--- config.mk ---
export PLATFORM = sky130hd
export DESIGN_NAME = pdm_interp
export DESIGN_NICKNAME = d
export VERILOG_FILES = /design/src/rtl/pdm_interp_pkg.sv /design/src/rtl/pdm_interp_lane.sv /design/src/rtl/pdm_interp.sv
export SDC_FILE = /design/constraint.sdc
export NUM_CORES = 1
export LEC_CHECK = 0
export BUFFER_PORTS_ARGS = -buffer_cell sky130_fd_sc_hd__buf_2
export CAP_MARGIN = 20
export CORE_ASPECT_RATIO = 0.7
export CORE_MARGIN = 4
export CORE_UTILIZATION = 56
export CTS_BUF_LIST = sky130_fd_sc_hd__clkbuf_4 sky130_fd_sc_hd__clkbuf_8 sky130_fd_sc_hd__clkbuf_16
export CTS_CLUSTER_DIAMETER = 80
export DETAILED_ROUTE_END_ITERATION = 6
export PLACE_DENSITY = 0.75
export SLEW_MARGIN = 20
export SYNTH_ARGS = -nofsm -noshare
export SYNTH_HDL_FRONTEND = slang
export SYNTH_SLANG_ARGS = --single-unit
--- constraint.sdc ---
create_clock -name clk -period 5.25 [get_ports clk]
set_input_delay 1.05 -clock clk [delete_from_list [all_inputs] [get_ports clk]]
set_output_delay 1.05 -clock clk [all_outputs]
set_load 0.01 [all_outputs]
--- src/rtl/pdm_interp_pkg.sv ---
// Shared types and constants for the stereo linear interpolator feeding the PDM DAC.
// Per-lane widths derive from SAMPLE_W, DELTA_W and the instance's LOG2_OSR.
package pdm_interp_pkg;

    localparam int unsigned LOG2_OSR_DEF  = 4;
    localparam int unsigned STEP_CLKS_DEF = 16;

    localparam int unsigned SAMPLE_W  = 16;
    localparam int unsigned DELTA_W   = SAMPLE_W + 1;
    localparam int unsigned ACC_W_DEF = DELTA_W + LOG2_OSR_DEF;

    typedef enum logic [1:0] {
        IDLE = 2'd0,
        RUN  = 2'd1,
        HOLD = 2'd2
    } state_t;

endpackage

--- src/rtl/pdm_interp_lane.sv ---
// One-channel interpolation datapath: latches the segment endpoints and walks a
// fixed-point accumulator from the previous sample toward the new one.
module pdm_interp_lane
    import pdm_interp_pkg::*;
#(
    parameter int unsigned LOG2_OSR = LOG2_OSR_DEF
) (
    input  logic                       clk,
    input  logic                       reset,
    input  logic                       load_seg,
    input  logic                       step,
    input  logic                       hold,
    input  logic signed [SAMPLE_W-1:0] x_in,
    output logic signed [SAMPLE_W-1:0] x_out
);

    localparam int unsigned ACC_W = DELTA_W + LOG2_OSR;

    logic signed [SAMPLE_W-1:0] x_cur;
    logic signed [DELTA_W-1:0]  delta;
    logic signed [ACC_W-1:0]    acc;

    // The previous sample is never stored separately: acc is seeded with it
    // and the k=0 output reads it straight back out of acc.
    always_ff @(posedge clk) begin
        if (!reset) begin
            x_cur <= '0;
            delta <= '0;
            acc   <= '0;
            x_out <= '0;
        end else if (load_seg) begin
            x_cur <= x_in;
            delta <= {x_in[SAMPLE_W-1], x_in} - {x_cur[SAMPLE_W-1], x_cur};
            acc   <= {{(ACC_W-SAMPLE_W-LOG2_OSR){x_cur[SAMPLE_W-1]}}, x_cur, {LOG2_OSR{1'b0}}};
        end else if (step) begin
            // Slicing above the fraction bits is an arithmetic floor shift.
            x_out <= acc[LOG2_OSR +: SAMPLE_W];
            acc   <= acc + {{LOG2_OSR{delta[DELTA_W-1]}}, delta};
        end else if (hold) begin
            x_out <= x_cur;
        end
    end

endmodule

--- src/rtl/pdm_interp.sv ---
// Stereo linear interpolator: shared FSM and step counter drive two lane datapaths
// that emit 2^LOG2_OSR interpolated sample pairs per input period.
module pdm_interp
    import pdm_interp_pkg::*;
#(
    parameter int unsigned LOG2_OSR  = LOG2_OSR_DEF,
    parameter int unsigned STEP_CLKS = STEP_CLKS_DEF
) (
    input  logic                       clk,
    input  logic                       reset,
    input  logic                       in_load,
    input  logic signed [SAMPLE_W-1:0] lin,
    input  logic signed [SAMPLE_W-1:0] rin,
    input  logic                       clr_err,
    output logic                       out_load,
    output logic signed [SAMPLE_W-1:0] lout,
    output logic signed [SAMPLE_W-1:0] rout,
    output logic                       err_early,
    output logic                       err_late
);

    localparam int unsigned CNT_W = (STEP_CLKS > 1) ? $clog2(STEP_CLKS) : 1;

    state_t              state;
    logic [CNT_W-1:0]    cnt;
    logic [LOG2_OSR-1:0] k;
    logic                first_hold;
    logic                tick;
    logic                step;
    logic                hold;

    // A new input sample always pre-empts a step tick landing on the same cycle.
    always_comb begin
        tick = (state != IDLE) && (cnt == '0);
        step = tick && !in_load && (state == RUN);
        hold = tick && !in_load && (state == HOLD);
    end

    always_ff @(posedge clk) begin
        if (!reset) begin
            state      <= IDLE;
            cnt        <= '0;
            k          <= '0;
            first_hold <= 1'b0;
            out_load   <= 1'b0;
            err_early  <= 1'b0;
            err_late   <= 1'b0;
        end else begin
            out_load <= step || hold;

            if (in_load) begin
                state      <= RUN;
                cnt        <= '0;
                k          <= '0;
                first_hold <= 1'b0;
            end else begin
                if (state != IDLE)
                    cnt <= (cnt == CNT_W'(STEP_CLKS - 1)) ? '0 : cnt + 1'b1;
                if (step) begin
                    k <= k + 1'b1;
                    if (k == '1) begin
                        state      <= HOLD;
                        first_hold <= 1'b1;
                    end
                end
                if (hold)
                    first_hold <= 1'b0;
            end

            if (in_load && (state == RUN))
                err_early <= 1'b1;
            else if (clr_err)
                err_early <= 1'b0;

            if (hold && first_hold)
                err_late <= 1'b1;
            else if (clr_err)
                err_late <= 1'b0;
        end
    end

    pdm_interp_lane #(
        .LOG2_OSR (LOG2_OSR)
    ) u_lane_l (
        .clk      (clk),
        .reset    (reset),
        .load_seg (in_load),
        .step     (step),
        .hold     (hold),
        .x_in     (lin),
        .x_out    (lout)
    );

    pdm_interp_lane #(
        .LOG2_OSR (LOG2_OSR)
    ) u_lane_r (
        .clk      (clk),
        .reset    (reset),
        .load_seg (in_load),
        .step     (step),
        .hold     (hold),
        .x_in     (rin),
        .x_out    (rout)
    );

endmodule

==> results.ini <==
[worst_setup_path]
crit_required_ps=5560
cpMaxStageDelayCell=a21oi_1
worst_ep_arrival_time_ps=3220
crit_type=in2reg
critPathMaxStageDelay_ps=470
reg2reg_from=u_lane_l.delta[0]
cpMostUsedCell=a21oi_1
crit_chain=buf_2 -> inv_1 -> ha_1 -> fa_1 -> nor2b_1 -> o21a_1 -> o21ai_0 -> a21oi_1 -> a21oi_1 -> o31a_1
crit_fanout=4
r2r_cells=9
r2r_setup_slack_ps=2410
r2r-end=u_lane_l.acc[16]
start_kind=input port
critPathCaptureType=register

[clocking]
post-cts-setup-buffer-count=0
cts_tree=yes
clock_sinks=152
clk_path_buf_depth=2
cts_inserted_buffers=17
cts.repair.resized=0
cts_root_buf=clkbuf_16
holdBufCountCts=0
insertion_delay_ps=430
ctsHtreeMaxLevel=4
cts.clk_slew.worst_paths_ps=60

[cells_and_area]
area_growth_syn_to_layout_pct=11.10
final.fill_count=1431
design_area_um2=10370
nets=1322
multi_input_area_um2=5846
n_antenna_cell=0
layout-drive-gt1-share_pct=9.992
seq_area_um2=3043

[drt]
drc=0
wl_per_cell_um=17.14
firstDrtPassIters=6
viasPerCell=6.041
drtAntennaViolNets=0
postRouteWirelength_um=24780
vias=8736
drt_iter0_drc=936

[power_and_ir_drop]
ir_drop_mv=0.1670
pwr-share-comb_pct=20.3
p_int_w=0.002108
seqPwrFrac_pct=42.3
clock_power_share_pct=37.4
power.leakage_nw=4.423
switching_share_pct=30.80
p_switching_w=0.0009383
p_per_area_nw_per_um2=293.9

[global_routing]
grt_usage_pct=26.70
grt_max_degree=65
grt_pass1_vias=7934
globalRouteOverflowTotal=0
antenna_found_initial=0
grt_first_pass_wirelength_um=40720

[logic_synthesis]
yosys.area.top_type=dfxtp_1
syn-instance-count=1169
ys_types=68
synth-seq-cells=152
ys_warn_count=0
async_reset_ff_share_pct=0
synthesis.nets=1282
synth_ff_type=dfxtp_1
synth-edff-count=0
syn-mean-instance-area_um2=7.981
synth_top_area_share_pct=32.61
synth_area_leaders=dfxtp_1 33%, ha_1 9.8%, a21oi_1 6.8%, nor2_1 6.0%, a211oi_1 4.2%
synthesis.area_um2=9330
ys_seq_area_share_pct=32.61

[floorplanning]
core-area_um2=16350
start_util_pct=57.08
die_y_um=116.0
boundaryPins=71
die_area_um2=18820
dieWidth_um=162.3
num_rows=39

[timing]
post-route-period-util_pct=55.34
max_freq_mhz=344.2
setup_tns_ps=0
worst_pin_slew_ps=934.3
rsz0062_at_grt=false
worst_slack_ps=2344
finalMaxSlewViolations=0
period_minus_slack_ps=2906
hold_viol=0
setup_viol=0
skew_ps=7.874
max-slew-margin-rel_pct=37.48

[outcome]
status=finished, final reports clean

[min_path]
hp-class=reg2reg
holdCritStartpoint=u_lane_l.acc[2]
min_delay_worst_endpoint=u_lane_l.acc[2]
hold_depth=2

[run]
drv_cap=0

[place]
post_dp_cell_area_um2=9824
dp_hpwl_um=17670
place_ws_ps=2047
portBuffers=70
gp_congestion=0.9141

## cell type report
class	count	share of cell area, %
clock buffer	20	4.502
clock inverter	11	0.7242
inverter	56	2.040
multi-input combinational	900	56.39
sequential	152	29.35
tap	225	2.716
timing repair buffer	82	4.273
## worst max path at each step
stage / start / endpoint / slack [ps] / cells after the start
after global placement: in_load / u_lane_r.delta[14] / 2070 / 5
after floorplan: rin[0] / u_lane_r.delta[10] / 2440 / 9
final: lin[0] / u_lane_l.delta[16] / 2340 / 10
after CTS: lin[0] / u_lane_l.delta[16] / 2400 / 10
after global routing: lin[0] / u_lane_l.delta[16] / 2240 / 10
after detailed placement: lin[0] / u_lane_l.delta[16] / 2050 / 10
## sequential cells by signal (all words and copies together), names as in the netlist
name and flops:
cnt 4, err_early 1, err_late 1, first_hold 1, k 4, out_load 1
state 2, u_lane_l.acc 20, u_lane_l.delta 17, u_lane_l.x_cur 16, u_lane_l.x_out 16, u_lane_r.acc 20
u_lane_r.delta 17, u_lane_r.x_cur 16, u_lane_r.x_out 16
## cells in the final DEF (no fill, tap or decap), types with 17 or more instances in the layout
cell | netlist | final
nand2_1 | 92 | 91
buf_2 | 8 | 69
o21a_1 | 19 | 19
a21o_1 | 19 | 19
nand3_1 | 25 | 25
a22oi_1 | 17 | 17
nand2b_1 | 17 | 17
o21ai_0 | 50 | 50
dfxtp_1 | 152 | 152
nor3_1 | 26 | 26
inv_1 | 55 | 55
nor2_1 | 149 | 149
clkbuf_16 | 0 | 17
ha_1 | 73 | 73
a21oi_1 | 127 | 127
a211oi_1 | 52 | 52
mux2i_1 | 36 | 36
## critical path, delay by kind of cell
family          cells  cell delay (ps)
simple gates        1              220
buf+inv             2              130
compound gates      5             1200
fa+ha+maj           2              610
## per-layer routing
metal / up-vias / share of wire [%] / track usage, %
met5: - / 0 / 0
met4: 0 / 1.0 / 5.803
met3: 22 / 7.5 / 6.328
met2: 289 / 40 / 38.45
met1: 4090 / 51 / 40.50
li1: 4335 / - / -
## logic make-up after synthesis
group | share of synthesized area, %
adders and majority gates | 10.65
AOI/OAI and AO/OA | 26.89
buffers and inverters | 4.814
DFF | 32.61
xor gates and xnor gates | 2.910
muxes | 3.862
and+or+nand+nor | 18.26
## stage by stage
stage               std cells  hold slack, ps  power (W)  utilization [%]
CTS                      1446           463.0   0.003047            63.41
global route             1446           478.3   0.003192            63.41
detailed placement       1415           456.5   0.001911            60.10
floorplan                1169           428.5   0.001745                -
global placement         1415           445.7   0.001902            60.10
finish                   1446           458.4   0.003046            63.41
## cells in the mapped netlist, drive strengths merged, types with 3 or more instances
library cell,number
o21ai,51
inv,55
nor2b,12
nor2,149
a21boi,3
nand3b,7
nor3b,3
a31oi,9
clkbuf,48
nand2b,17
ha,73
a211o,7
buf,13
a22oi,17
o31a,4
o21bai,5
o21a,19
o31ai,8
o32ai,4
nor3,26
nand4,10
a21oi,127
and3,10
a32o,4
a21o,19
nand2,92
dfxtp,152
o22ai,11
and2,6
fa,4
o221ai,5
o2111a,3
or4,4
a221oi,4
xnor2,15
xor2,16
mux2i,36
or3,7
a211oi,53
nand3,25
o211ai,7
o311ai,3
## power by group through the flow
stage               Clock (W)  Combinational, W  Sequential [W]
finish                0.00114          0.000617         0.00129
CTS                   0.00115          0.000606         0.00129
global placement            0          0.000591         0.00131
floorplan                   0          0.000444         0.00130
global route          0.00121          0.000686         0.00130
detailed placement          0          0.000599         0.00131
Power figures use the tool's default switching activity.
